[src/rtl/sweep_ctrl.sv]
// sweep_ctrl: linear frequency sweep sequencer for a downstream triangle DDS.
// Steps fre from f_start toward f_stop, holding each value for max(dwell,1) cycles.
module sweep_ctrl #(
  parameter int DW = 24
) (
  input  logic          clk_100M,
  input  logic          rst,
  input  logic          start,
  input  logic          stop,
  input  logic [24:0]   f_start,
  input  logic [24:0]   f_stop,
  input  logic [24:0]   f_step,
  input  logic [DW-1:0] dwell,
  input  logic          repeat_en,
  input  logic          prst_en,
  output logic [24:0]   fre,
  output logic          phase_rst,
  output logic          busy,
  output logic          done
);

  typedef enum logic [1:0] {IDLE, RUN, WRAP} state_t;

  state_t        state_q;
  logic [24:0]   fre_q;
  logic [24:0]   fstart_q;
  logic [24:0]   fstop_q;
  logic [24:0]   fstep_q;
  logic [DW-1:0] cnt_q;
  logic [DW-1:0] hold_q;
  logic          rep_q;
  logic          prst_q;
  logic          down_q;
  logic          last_q;
  logic          busy_q;
  logic          done_q;
  logic          phase_rst_q;

  logic [DW-1:0] hold_d;
  logic          first_last_d;
  logic          wrap_last_d;
  logic [25:0]   up_sum_d;
  logic [25:0]   dn_diff_d;
  logic [24:0]   step_d;

  assign fre       = fre_q;
  assign phase_rst = phase_rst_q;
  assign busy      = busy_q;
  assign done      = done_q;

  // hold_* is the reload value of the down-counter: D-1 with D = max(dwell,1)
  always_comb begin
    hold_d       = (dwell == '0) ? '0 : dwell - DW'(1);
    first_last_d = (f_step == '0) || (f_start == f_stop);
    wrap_last_d  = (fstep_q == '0) || (fstart_q == fstop_q);
    up_sum_d     = {1'b0, fre_q} + {1'b0, fstep_q};
    dn_diff_d    = {1'b0, fre_q} - {1'b0, fstep_q};
    step_d       = up_sum_d[24:0];
    if (down_q) begin
      // a borrow out means the step went below zero, so it certainly passed f_stop
      if (dn_diff_d[25] || (dn_diff_d <= {1'b0, fstop_q})) begin
        step_d = fstop_q;
      end else begin
        step_d = dn_diff_d[24:0];
      end
    end else if (up_sum_d >= {1'b0, fstop_q}) begin
      step_d = fstop_q;
    end
  end

  always_ff @(posedge clk_100M) begin
    if (rst) begin
      state_q     <= IDLE;
      fre_q       <= '0;
      cnt_q       <= '0;
      last_q      <= 1'b0;
      busy_q      <= 1'b0;
      done_q      <= 1'b0;
      phase_rst_q <= 1'b0;
    end else begin
      done_q      <= 1'b0;
      phase_rst_q <= 1'b0;
      unique case (state_q)
        IDLE: begin
          if (start && !stop) begin
            fstart_q    <= f_start;
            fstop_q     <= f_stop;
            fstep_q     <= f_step;
            hold_q      <= hold_d;
            rep_q       <= repeat_en;
            prst_q      <= prst_en;
            down_q      <= (f_start > f_stop);
            fre_q       <= f_start;
            cnt_q       <= hold_d;
            last_q      <= first_last_d;
            busy_q      <= 1'b1;
            phase_rst_q <= prst_en;
            state_q     <= RUN;
          end
        end
        RUN, WRAP: begin
          if (stop) begin
            busy_q  <= 1'b0;
            state_q <= IDLE;
          end else if (cnt_q != '0) begin
            cnt_q   <= cnt_q - DW'(1);
            state_q <= RUN;
          end else if (!last_q) begin
            fre_q   <= step_d;
            last_q  <= (step_d == fstop_q);
            cnt_q   <= hold_q;
            state_q <= RUN;
          end else if (rep_q) begin
            // WRAP reloads the first frequency on the same cycle as the done pulse
            done_q      <= 1'b1;
            fre_q       <= fstart_q;
            phase_rst_q <= prst_q;
            cnt_q       <= hold_q;
            last_q      <= wrap_last_d;
            state_q     <= WRAP;
          end else begin
            done_q  <= 1'b1;
            busy_q  <= 1'b0;
            state_q <= IDLE;
          end
        end
        default: begin
          busy_q  <= 1'b0;
          state_q <= IDLE;
        end
      endcase
    end
  end

endmodule

[config.mk]
export PLATFORM = sky130hd
export DESIGN_NAME = sweep_ctrl
export DESIGN_NICKNAME = d
export VERILOG_FILES = /design/src/rtl/sweep_ctrl.sv
export SDC_FILE = /design/constraint.sdc
export NUM_CORES = 1
export LEC_CHECK = 0
export ABC_AREA = 0
export CORE_ASPECT_RATIO = 2
export CORE_MARGIN = 2
export CORE_UTILIZATION = 55
export CTS_BUF_LIST = sky130_fd_sc_hd__clkbuf_16
export DETAILED_ROUTE_END_ITERATION = 16
export PLACE_DENSITY = 0.84
export SYNTH_ARGS = -nofsm -noshare
export SYNTH_HDL_FRONTEND = slang
export SYNTH_SLANG_ARGS = --single-unit
export TNS_END_PERCENT = 30
[constraint.sdc]
create_clock -name clk_100M -period 8.74 [get_ports clk_100M]
set_input_delay 2.622 -clock clk_100M [delete_from_list [all_inputs] [get_ports clk_100M]]
set_output_delay 2.622 -clock clk_100M [all_outputs]
set_load 0.03 [all_outputs]
==> Yosys cells after proc, flatten, opt, wreduce, memory -nomap -nowiden <==
Index checks and enable logic that the tools add are counted.
{ "word_totals": {"ff_bits": 157, "input_bits": 105, "output_inout_bits": 28} }
{ "classes": {"addsub": 4, "n_lt_le_gt_ge": 3, "n_eq_ne": 13, "n_mux": 41, "n_bitwise": 2, "reduce_logical": 18} }
{ "ops": {"columns": ["cell", "count"], "rows": [
  ["two-way mux 25 bit", 8],
  ["two-way mux 24 bit", 6],
  ["equality test 25 bit", 3],
  ["logical NOT 25 bit", 2],
  ["case mux 25 bit (2 select lines)", 1],
  ["case mux 24 bit (2 select lines)", 1],
  ["subtractor 24 x 1 -> 24 bit (second input constant)", 2],
  ["adder 25 x 25 -> 26 bit", 1],
  [">= comparator 26 x 25 -> 1 bit", 1],
  ["<= comparator 26 x 25 -> 1 bit", 1],
  ["subtractor 25 x 25 -> 26 bit", 1],
  ["> comparator 25 bit", 1],
  ["logical NOT 24 bit", 1],
  ["nonzero test 24 bit", 1],
  ["two-way mux 1 bit", 16],
  ["inequality test 3 bit (second input constant)", 4],
  ["AND reduction 4 bit", 3],
  ["two-way mux 2 bit", 5],
  ["inequality test 2 bit (second input constant)", 3],
  ["case mux 1 bit (2 select lines)", 3],
  ["AND reduction 5 bit", 1],
  ["inequality test 4 bit (second input constant)", 1],
  ["case mux 2 bit (2 select lines)", 1],
  ["OR reduction 4 bit", 1],
  ["10 further kinds", 13]
]} }

==> Logic depth before layout (Yosys ltp) <==
Gate-level depths: netlist of run 1.
{ "depth": {"word_depth": 10, "depth_mapped": 24} }

==> Worst setup path after synthesis of run 1 <==
OpenSTA, ideal clock, no wires.
{ "synth_timing": {"path_type": "input to register", "startpoint": "input rst", "endpoint": "register down_q, enable pin", "t_arrival_ns": 7.291, "required_time_ns": 8.177, "path_slack_ns": 0.886, "path_stages": 3, "n_path_buf": 2, "cell_sequence": "clkbuf_1 -> buf_1 -> nor2_1"} }
{ "synth_between": {"elab_chain_cells": 2} }
{ "synth_lines": {"columns": ["item", "line_no", "source"], "rows": [
  ["start, declared", "7", "input logic rst,"],
  ["NOT 1 bit (no line)", null, null],
  ["AND reduction 3 bit (no line)", null, null],
  ["end signal, assigned", "92", "down_q <= (f_start > f_stop);"],
  ["end, declared", "33", "logic down_q;"]
]} }
No other way between the ends.
A chain may end at the register's enable or synchronous reset.

==> Final worst setup path of run 1 <==
{ "layout_timing": {"startpoint": "register fstep_q[18]", "endpoint": "register fre_q[11], in the netlist fre[11]"} }
{ "layout_between": {"elab_chain_cells": 9, "word_cells_on_any_way": 12, "classes_between": "add/sub (2); order compare (2); mux (7); reduce/logical (1)"} }
{ "layout_lines": {"columns": ["item", "line_no", "source"], "rows": [
  ["start, declared", "28", "logic [24:0] fstep_q;"],
  ["start signal, assigned", "88", "fstep_q <= f_step;"],
  ["subtractor 25 x 25 -> 26 bit", "57", "dn_diff_d = {1'b0, fre_q} - {1'b0, fstep_q};"],
  ["<= comparator 26 x 25 -> 1 bit", "61", "if (dn_diff_d[25] || (dn_diff_d <= {1'b0, fstop_q})) begin"],
  ["logical OR 1 bit", "61", null],
  ["two-way mux 25 bit", "61", null],
  ["two-way mux 25 bit (*)", "59", "if (down_q) begin"],
  ["two-way mux 25 bit (*)", "108", "end else if (!last_q) begin"],
  ["two-way mux 25 bit (*)", "105", "end else if (cnt_q != '0) begin"],
  ["two-way mux 25 bit (*)", "102", "if (stop) begin"],
  ["case mux 25 bit (2 select lines) (*)", "83", "unique case (state_q)"],
  ["end signal, assigned", "93", "fre_q <= f_start;"],
  ["end signal, assigned", "109", "fre_q <= step_d;"],
  ["end signal, assigned", "116", "fre_q <= fstart_q;"],
  ["end, declared", "25", "logic [24:0] fre_q;"]
]} }
Every way passes the cells marked *; elsewhere a longest branch is shown, timed or not. The select of a mux whose other input is x is not followed.

==> results of run 1 <==
## how the worst min path moves through the flow
| stage | start | endpoint |
|---|---|---|
| after floorplan | cnt_q[22] | cnt_q[22] |
| after global placement | cnt_q[22] | cnt_q[22] |
| after detailed placement | cnt_q[22] | cnt_q[22] |
| after CTS | cnt_q[22] | cnt_q[22] |
| after global routing | cnt_q[22] | cnt_q[22] |
| final | cnt_q[22] | cnt_q[22] |
## worst min-delay path, delay by kind of cell (launching register included)
family	cells	cell delay (ps)
compound gates	1	50
flops	1	320
simple gates	1	60
## cell type report
class                           count  area [sq um]
Sequential cell                   157          4160
Tap cell                          290           363
Multi-Input combinational cell   1237          8620
Fill cell                        2041          8710
Clock buffer                       17           425
Clock inverter                     15           169
Inverter                          116           435
Timing Repair Buffer              148          1440
## where the power goes
| group | switching [mW] | total, mW | leakage, nW | internal (mW) |
|---|---|---|---|---|
| Clock | 0.323 | 0.770 | 0.292 | 0.447 |
| Sequential | 0.0454 | 0.874 | 1.39 | 0.829 |
| Combinational | 0.494 | 0.805 | 4.35 | 0.311 |
## registers in the layout, indices dropped and copies added, names as in the netlist
signal	cells
last_q	1
rep_q	1
hold_q	24
down_q	1
cnt_q	24
fstep_q	25
phase_rst	1
fstop_q	25
done	1
prst_q	1
busy	1
state_q	2
fre	25
fstart_q	25
## cell families after synthesis
family	after synthesis	synth area share (%)
xor gates and xnor gates	137	8.96
buffers and inverters	197	5.79
adders and majority gates	131	12.2
DFF	157	30.7
muxes	14	1.07
and+or+nand+nor	512	18.8
AOI/OAI and AO/OA	443	22.5
## routing by layer
layer	track usage [%]	wire [um]	vias to the layer above
met4	36.3	5530	0
li1	-	-	6034
met5	0	0	-
met2	66.8	25100	697
met3	5.34	2740	263
met1	38.4	16300	6302
## cells in the final DEF, fill, tap and decap left out, drive strengths merged, types with 6 or more instances in the layout
| cell type | n |
|---|---|
| o31ai | 14 |
| inv | 119 |
| dfxtp | 55 |
| o211ai | 34 |
| a21oi | 119 |
| nor2b | 19 |
| xnor2 | 89 |
| a221oi | 10 |
| or3 | 11 |
| nor2 | 146 |
| xor2 | 47 |
| a2111oi | 6 |
| edfxtp | 102 |
| nor3 | 52 |
| nor4 | 33 |
| a31oi | 8 |
| o41ai | 6 |
| a211oi | 37 |
| a311oi | 10 |
| or4 | 17 |
| clkinv | 7 |
| nand3 | 29 |
| clkbuf | 17 |
| buf | 17 |
| nand2 | 116 |
| a21o | 27 |
| nand2b | 20 |
| nand4 | 27 |
| ha | 129 |
| o21ai | 70 |
| and3 | 6 |
| a221o | 6 |
| and2 | 9 |
| o311ai | 6 |
| clkdlybuf4s50 | 131 |
| o221ai | 16 |
| or2 | 10 |
| o21a | 20 |
| mux2i | 10 |
| a31o | 6 |
## metrics by stage
| stage | cell area (sq um) | hold slack [ps] | worst slack (ps) |
|---|---|---|---|
| 2_1_floorplan | 13600 | 445 | 886 |
| 3_3_place_gp | 15000 | 454 | 2470 |
| 3_5_place_dp | 15000 | 465 | 2470 |
| 4_1_cts | 15600 | 474 | 2430 |
| 5_1_grt | 15600 | 519 | 1890 |
| 6_report | 15600 | 477 | 2180 |
==> flow_metrics.tcl, run 1 <==
set metrics [dict create \
    outcome "complete, no violations" \
    via_per_inst 6.72 \
    finalHoldViolCount 0 \
    drcViolationCount 0 \
    clk_pin_slew_ps 60 \
    synthTopCellsByCount "146 x nor2_1, 129 x ha_1, 119 x a21oi_1" \
    synth_cell_types 85 \
    startpoint "fstep_q[18]" \
    start_util_pct 55.7 \
    synth_area_per_cell_sq_um 8.52 \
    antenna_found_initial 0 \
    yosysWarnings 0 \
    final_nets 1913 \
    synth.area.top_cells "edfxtp_1 23%, ha_1 12%, dfxtp_1 8.1%, xnor2_1 5.8%, a21oi_1 4.4%" \
    path_buf_inv 2 \
    fmax_mhz 152 \
    finalPower_mw 2.45 \
    cts.repair.resized 0 \
    cts_tree "yes" \
    crit_path_max_incr_delay_ps 740 \
    via_count 13300 \
    wire_per_inst_um 25.1 \
    drive_above_1_share_pct 4.97 \
    cpMostUsedCell "a21oi_1" \
    die_h_um 226 \
    grt_pass1_wl_mm 75.3 \
    dp_hpwl_mm 38.7 \
    rows 81 \
    core_sq_mm 0.0243 \
    critPathMaxFanout 17 \
    htree_levels 4 \
    root_buffer "clkbuf_16" \
    grt_use_total_pct 38.5 \
    cp-end-kind "register" \
    area_growth_pct 15.2 \
    fin_util_pct 64.2 \
    finalCritPeriodShare_pct 75.0 \
    slew_viol_final 0 \
    cts_buffers 17 \
    min_period_ps 6560 \
    async_flop_share_pct 0 \
    finalSetupTns_ps 0 \
    slowest_stage "or4_1" \
    rrSetupSlack_ps 2180 \
    grt_pass1_vias 13500 \
    arrival_ps 6860 \
    finClkSkew_ps 14.7 \
    diodes 0 \
    fin_cells 1980 \
    first_iter_violations 1298 \
    syn_area_sq_mm 0.0136 \
    setup_viol 0 \
    ys_seq_elements 157 \
    routabilityCongestion 1.06 \
    grt_max_degree 60 \
    wirelength_mm 49.6 \
    power_density_mw_per_mm2 157 \
    peakVddDrop_v 0.000225 \
    cts_hold_buf 0 \
    relSlewSlack_pct 21.2 \
    portBuffers 132 \
    synth-main-ff-cell "edfxtp_1" \
    reg2reg_depth 19 \
    max_cap_violations 0 \
    rsz0062_at_grt "false" \
    worstSetupPathDepth 19 \
    reg2reg_from "fstep_q[18]" \
    synth-seq-area-share_pct 30.7 \
    clkSinkCount 157 \
    start_kind "register" \
    post_cts_buffers 0 \
    pin_count 133 \
    die_w_um 115 \
    worstMarginPinSlew_ps 1180 \
    syn-instance-count 1591 \
    min_path_cells 2 \
    criticalPathCategory "reg2reg" \
    syn-num-nets 1827 \
    grt_overflow 0 \
    cts_buffer_depth 2 \
    crit_chain "inv_1 > ha_1 > inv_1 > a21oi_1 > nand4b_1 > nor3_1 > nor2_1 > xnor2_1 > ha_1 > nand4_1 > a21oi_1 > a211oi_1 > a31oi_1 > or4_1 > o21a_1 > o41a_1 > a221o_1 > o211ai_1 > a21oi_1" \
    critical_path.endpoint "fre[11]" \
    dp_cells 1948 \
    die-area_sq_mm 0.0260 \
    cp_data_required_time_ps 9040 \
    drt_pass1_iterations 8 \
    timing.rr.end "fre[11]" \
    yosysTopAreaCellShare_pct 22.6 \
    total_leakage_power_nw 6.03 \
    synth-edff-count 102 \
    clkLatencyLatePin_ps 460 \
    path_delay_family "compound AO/OA/AOI/OAI gates" \
    yosysMostFrequentCell "nor2_1" \
    synth_top_area_cell "edfxtp_1" \
    postRouteAntennaNets 0 \
    hp-class "reg2reg" \
]
No activity file was read; power rests on OpenSTA's default activity.
==> run 2, diff against run 1 <==
--- a/config.mk
+++ b/config.mk
@@ -8,10 +8,10 @@
 export ABC_AREA = 0
 export CORE_ASPECT_RATIO = 2
 export CORE_MARGIN = 2
-export CORE_UTILIZATION = 55
+export CORE_UTILIZATION = 53
 export CTS_BUF_LIST = sky130_fd_sc_hd__clkbuf_16
 export DETAILED_ROUTE_END_ITERATION = 16
-export PLACE_DENSITY = 0.84
+export PLACE_DENSITY = 0.85
 export SYNTH_ARGS = -nofsm -noshare
 export SYNTH_HDL_FRONTEND = slang
 export SYNTH_SLANG_ARGS = --single-unit
==> constraint.sdc (replaced) <==
create_clock -name clk_100M -period 5.75 [get_ports clk_100M]
set_input_delay 1.725 -clock clk_100M [delete_from_list [all_inputs] [get_ports clk_100M]]
set_output_delay 1.725 -clock clk_100M [all_outputs]
set_load 0.03 [all_outputs]
==> flow_metrics.tcl, run 2 (synthesis gave the netlist of run 1 again) <==
set metrics [dict create \
    relSlewSlack_pct 19.8 \
    grt_max_degree 65 \
    mostFrequentLayoutCells "144 x nor2_1, 131 x clkdlybuf4s50_1, 128 x ha_1, 118 x a21oi_1, 116 x nand2_1" \
    cts_hold_buf 0 \
    final.fill_count 2070 \
    total_leakage_power_nw 6.51 \
    rsz0062_at_grt "false" \
    outcome "complete, no violations" \
    path_buf_inv 5 \
    start_kind "register" \
    holdWs_ps 486 \
    drt_pass1_iterations 5 \
    peakVddDrop_v 0.000242 \
    setup_viol 0 \
    multi_input_area_sq_mm 0.00865 \
    grt_pass1_vias 13600 \
    final_nets 2010 \
    pre_cts_slack_ps 217 \
    cts.repair.resized 0 \
    arrival_ps 5900 \
    crit_chain "inv_1 > ha_1 > nor2_1 > a221oi_1 > a21oi_1 > buf_4 > o41ai_2 > xnor2_1 > ha_1 > nand4_1 > nor4_1 > o31ai_1 > a31oi_1 > nor4_2 > buf_4 > buf_12 > buf_4 > a2111oi_0 > o221ai_1 > a21oi_1" \
    critPathMaxFanout 9 \
    rows 82 \
    cp_data_required_time_ps 6130 \
    core_sq_mm 0.0251 \
    cts_buffer_depth 2 \
    diodes 0 \
    max_cap_violations 0 \
    dpl-instance-area_sq_mm 0.0158 \
    die-area_sq_mm 0.0269 \
    clkLatencyLatePin_ps 450 \
    grt_overflow 0 \
    crit_path_max_incr_delay_ps 580 \
    worstMarginPinSlew_ps 1200 \
    portBuffers 132 \
    root_buffer "clkbuf_16" \
    slew_viol_final 0 \
    cpMostUsedCell "buf_4" \
    grt_pass1_wl_mm 77.4 \
    wire_per_inst_um 24.5 \
    slowest_stage "nor4_1" \
    regArea_sq_mm 0.00416 \
    fin_ws_ps 232 \
    cts_tree "yes" \
    postRouteAntennaNets 0 \
    grt_use_total_pct 38.9 \
    criticalPathCategory "reg2reg" \
    via_per_inst 6.46 \
    hp-class "reg2reg" \
    clkSinkCount 157 \
    routabilityCongestion 1.09 \
    pin_count 133 \
    finalSetupTns_ps 0 \
    final_common_cell "nor2_1" \
    path_delay_family "compound AO/OA/AOI/OAI gates" \
    die_w_um 117 \
    area_growth_pct 21.2 \
    first_iter_violations 1316 \
    die_h_um 230 \
    clk_pin_slew_ps 70 \
    start_util_pct 53.9 \
    cp-end-kind "register" \
    htree_levels 4 \
    final_cell_area_sq_mm 0.0164 \
    finClkSkew_ps 7.74 \
    via_count 13700 \
    finalHoldViolCount 0 \
    min_period_ps 5520 \
    fmax_mhz 181 \
    power_density_mw_per_mm2 230 \
    wirelength_mm 52.1 \
    post_cts_buffers 0 \
    drcViolationCount 0 \
    drive_above_1_share_pct 10.5 \
    dp_hpwl_mm 41.5 \
    antenna_found_initial 0 \
    finalCritPeriodShare_pct 96.0 \
    cts_buffers 17 \
]
==> run 2: cell types whose count changed in the layout (fill, tap and decap cells not counted), sizes merged <==
cell,before,now
buf,17,114
bufinv,3,1
clkbuf,17,18
clkinv,7,9
inv,119,118
==> run 2: final cells by class <==
class,instances,share of cell area (%)
multi-input cells,1237,52.6
clock buffers,18,2.74
well taps,336,2.56
inverters,116,2.65
repair buffers,245,13.3
flip-flops and latches,157,25.4
clock inverters,14,0.716
==> run 2: worst reg2reg max path, stage by stage (launching register included) <==
cell,delay [ps]
edfxtp_1,380
inv_1,60
ha_1,460
nor2_1,90
a221oi_1,410
a21oi_1,240
buf_4,220
o41ai_2,360
xnor2_1,290
ha_1,380
nand4_1,130
nor4_1,580
o31ai_1,120
a31oi_1,300
nor4_2,90
buf_4,180
buf_12,120
buf_4,140
a2111oi_0,490
o221ai_1,250
a21oi_1,160
==> run 2: per-layer routing <==
| metal | wire, um | global-route usage [%] | up-vias |
|---|---|---|---|
| li1 | - | - | 6250 |
| met2 | 26200 | 68.0 | 748 |
| met1 | 16800 | 38.7 | 6430 |
| met4 | 5540 | 32.1 | 0 |
| met5 | 0 | 0 | - |
| met3 | 3600 | 6.85 | 278 |
==> run 2: path summary, 6_finish.rpt <==
kind | from | end | slack, ps | cells after the start
setup / recovery | fstep_q[4] | fre[21] | 230 | 20
hold / removal | cnt_q[22] | cnt_q[22] | 490 | 2
setup reg to reg | fstep_q[4] | fre[21] | 230 | 20
hold reg to reg | cnt_q[22] | cnt_q[22] | 490 | 2
==> run 2: per-stage QoR <==
| step | instances | power [mW] | util [%] |
|---|---|---|---|
| 6_report | 2123 | 3.78 | 65.3 |
| 3_5_place_dp | 2091 | 2.63 | 63.0 |
| 4_1_cts | 2123 | 3.74 | 65.2 |
| 5_1_grt | 2123 | 3.92 | 65.3 |
| 3_3_place_gp | 2091 | 2.61 | 63.0 |
| 2_1_floorplan | 1591 | 2.11 | - |
==> run 2: power breakdown <==
group          switching, mW  internal [mW]
Combinational          0.787          0.549
Sequential            0.0657           1.26
Clock                  0.500          0.620
==> run 3, diff against run 2 <==
--- a/config.mk
+++ b/config.mk
@@ -8,10 +8,10 @@
 export ABC_AREA = 0
 export CORE_ASPECT_RATIO = 2
 export CORE_MARGIN = 2
-export CORE_UTILIZATION = 53
+export CORE_UTILIZATION = 55
 export CTS_BUF_LIST = sky130_fd_sc_hd__clkbuf_16
 export DETAILED_ROUTE_END_ITERATION = 16
-export PLACE_DENSITY = 0.85
+export PLACE_DENSITY = 0.84
 export SYNTH_ARGS = -nofsm -noshare
 export SYNTH_HDL_FRONTEND = slang
 export SYNTH_SLANG_ARGS = --single-unit
==> constraint.sdc (replaced) <==
create_clock -name clk_100M -period 5.55 [get_ports clk_100M]
set_input_delay 1.665 -clock clk_100M [delete_from_list [all_inputs] [get_ports clk_100M]]
set_output_delay 1.665 -clock clk_100M [all_outputs]
set_load 0.03 [all_outputs]
==> flow_metrics.tcl, run 3 (synthesis gave the netlist of run 1 again) <==
set metrics [dict create \
    outcome "complete, no violations" \
    fmax_mhz 184 \
    grt_overflow 0 \
    drcViolationCount 0 \
    final_common_cell "nor2_1" \
    antenna_found_initial 0 \
    routabilityCongestion 1.06 \
    die_h_um 226 \
    dp_cells 2058 \
    wire_per_inst_um 25.1 \
    finClkSkew_ps 15.8 \
    critPathMaxFanout 17 \
    dpl-instance-area_sq_mm 0.0159 \
    start_util_pct 55.7 \
    finalHoldViolCount 0 \
    core_sq_mm 0.0243 \
    fin_util_pct 68.3 \
    peakVddDrop_v 0.000255 \
    via_count 13800 \
    final_cell_area_sq_mm 0.0166 \
    portBuffers 132 \
    final_nets 2026 \
    finalCritPeriodShare_pct 97.7 \
    cts_buffer_depth 2 \
    clkSinkCount 157 \
    cts_buffers 17 \
    worstMarginPinSlew_ps 1180 \
    setup_viol 0 \
    grt_use_total_pct 40.9 \
    grt_pass1_vias 13800 \
    fin_ws_ps 130 \
    cts_tree "yes" \
    dp_hpwl_mm 42.0 \
    area_growth_pct 22.7 \
    finalPower_mw 3.96 \
    arrival_ps 5720 \
    grt_max_degree 70 \
    start_kind "register" \
    drive_above_1_share_pct 12.3 \
    relSlewSlack_pct 21.6 \
    hp-class "reg2reg" \
    total_leakage_power_nw 6.61 \
    grt_pass1_wl_mm 79.0 \
    diodes 0 \
    fin_cells 2093 \
    power_density_mw_per_mm2 238 \
    clk_pin_slew_ps 70 \
    max_cap_violations 0 \
    die_w_um 115 \
    wirelength_mm 52.5 \
    root_buffer "clkbuf_16" \
    min_period_ps 5420 \
    clkLatencyLatePin_ps 460 \
    pin_count 133 \
    htree_levels 4 \
    reg2reg_depth 23 \
    postRouteAntennaNets 0 \
    cp-end-kind "register" \
    mostFrequentLayoutCells "142 x nor2_1, 131 x clkdlybuf4s50_1, 127 x ha_1, 124 x buf_4" \
    min_path_cells 2 \
    rows 81 \
    slew_viol_final 0 \
    die-area_sq_mm 0.0260 \
    drt_pass1_iterations 5 \
    first_iter_violations 1433 \
    criticalPathCategory "reg2reg" \
    cp_data_required_time_ps 5850 \
    via_per_inst 6.57 \
    pre_cts_slack_ps -62.7 \
]
[run 3: stage by stage]
step	hold slack, ps	TNS, ps
global route	522	-8.70
global placement	467	0
CTS	484	0
floorplan	445	0
detailed placement	475	-84.6
finish	480	0
[run 3: critical path, cell delays in order (launching register included)]
cell and delay, ps:
edfxtp_1 430, inv_1 70, ha_1 450, buf_4 210, nand2_1 70, nor2_1 140, o211ai_1 270, a21oi_2 390
buf_4 200, a31o_2 170, a21oi_1 80, xnor2_1 210, ha_1 360, nand4_1 190, nor2_1 180, nand2_1 90
o41a_1 430, o21ai_2 100, nor3_2 70, buf_6 210, or3_1 350, a221o_1 370, o211ai_1 120, a21oi_1 90
[run 3: per-layer routing]
layer,GRT usage [%],vias to the layer above,routed length (um)
met5,0,-,0
met4,34.5,0,5070
met3,6.12,238,3110
met2,71.0,678,26600
met1,42.2,6563,17700
li1,-,6277,-
[run 3: cell type report]
| class | count | area, sq um |
|---|---|---|
| clock buffer | 17 | 425 |
| clock inverter | 15 | 146 |
| fill | 2011 | 7700 |
| inverter | 116 | 435 |
| multi-input combinational | 1237 | 8750 |
| sequential | 157 | 4160 |
| tap | 290 | 363 |
| timing repair buffer | 261 | 2340 |
[run 3: worst paths after layout]
kind         slack, ps        end       start
max                130     fre[6]  fstep_q[6]
min reg2reg        480  cnt_q[22]   cnt_q[22]
min                480  cnt_q[22]   cnt_q[22]
max reg2reg        130     fre[6]  fstep_q[6]
[run 3: report_power, final]
group          switching [mW]  leakage [nW]  internal [mW]  total, mW
Sequential             0.0674          1.39           1.30       1.37
Clock                   0.515         0.286          0.660       1.18
Combinational           0.822          4.94          0.591       1.41
[run 3: repair_timing]
action,4_1_cts,5_1_grt
pin swaps,0,4
setup endpoints to repair,8,25
resized for setup,4,26
buffers inserted,0,3
gates cloned,0,0
hold buffers,0,0
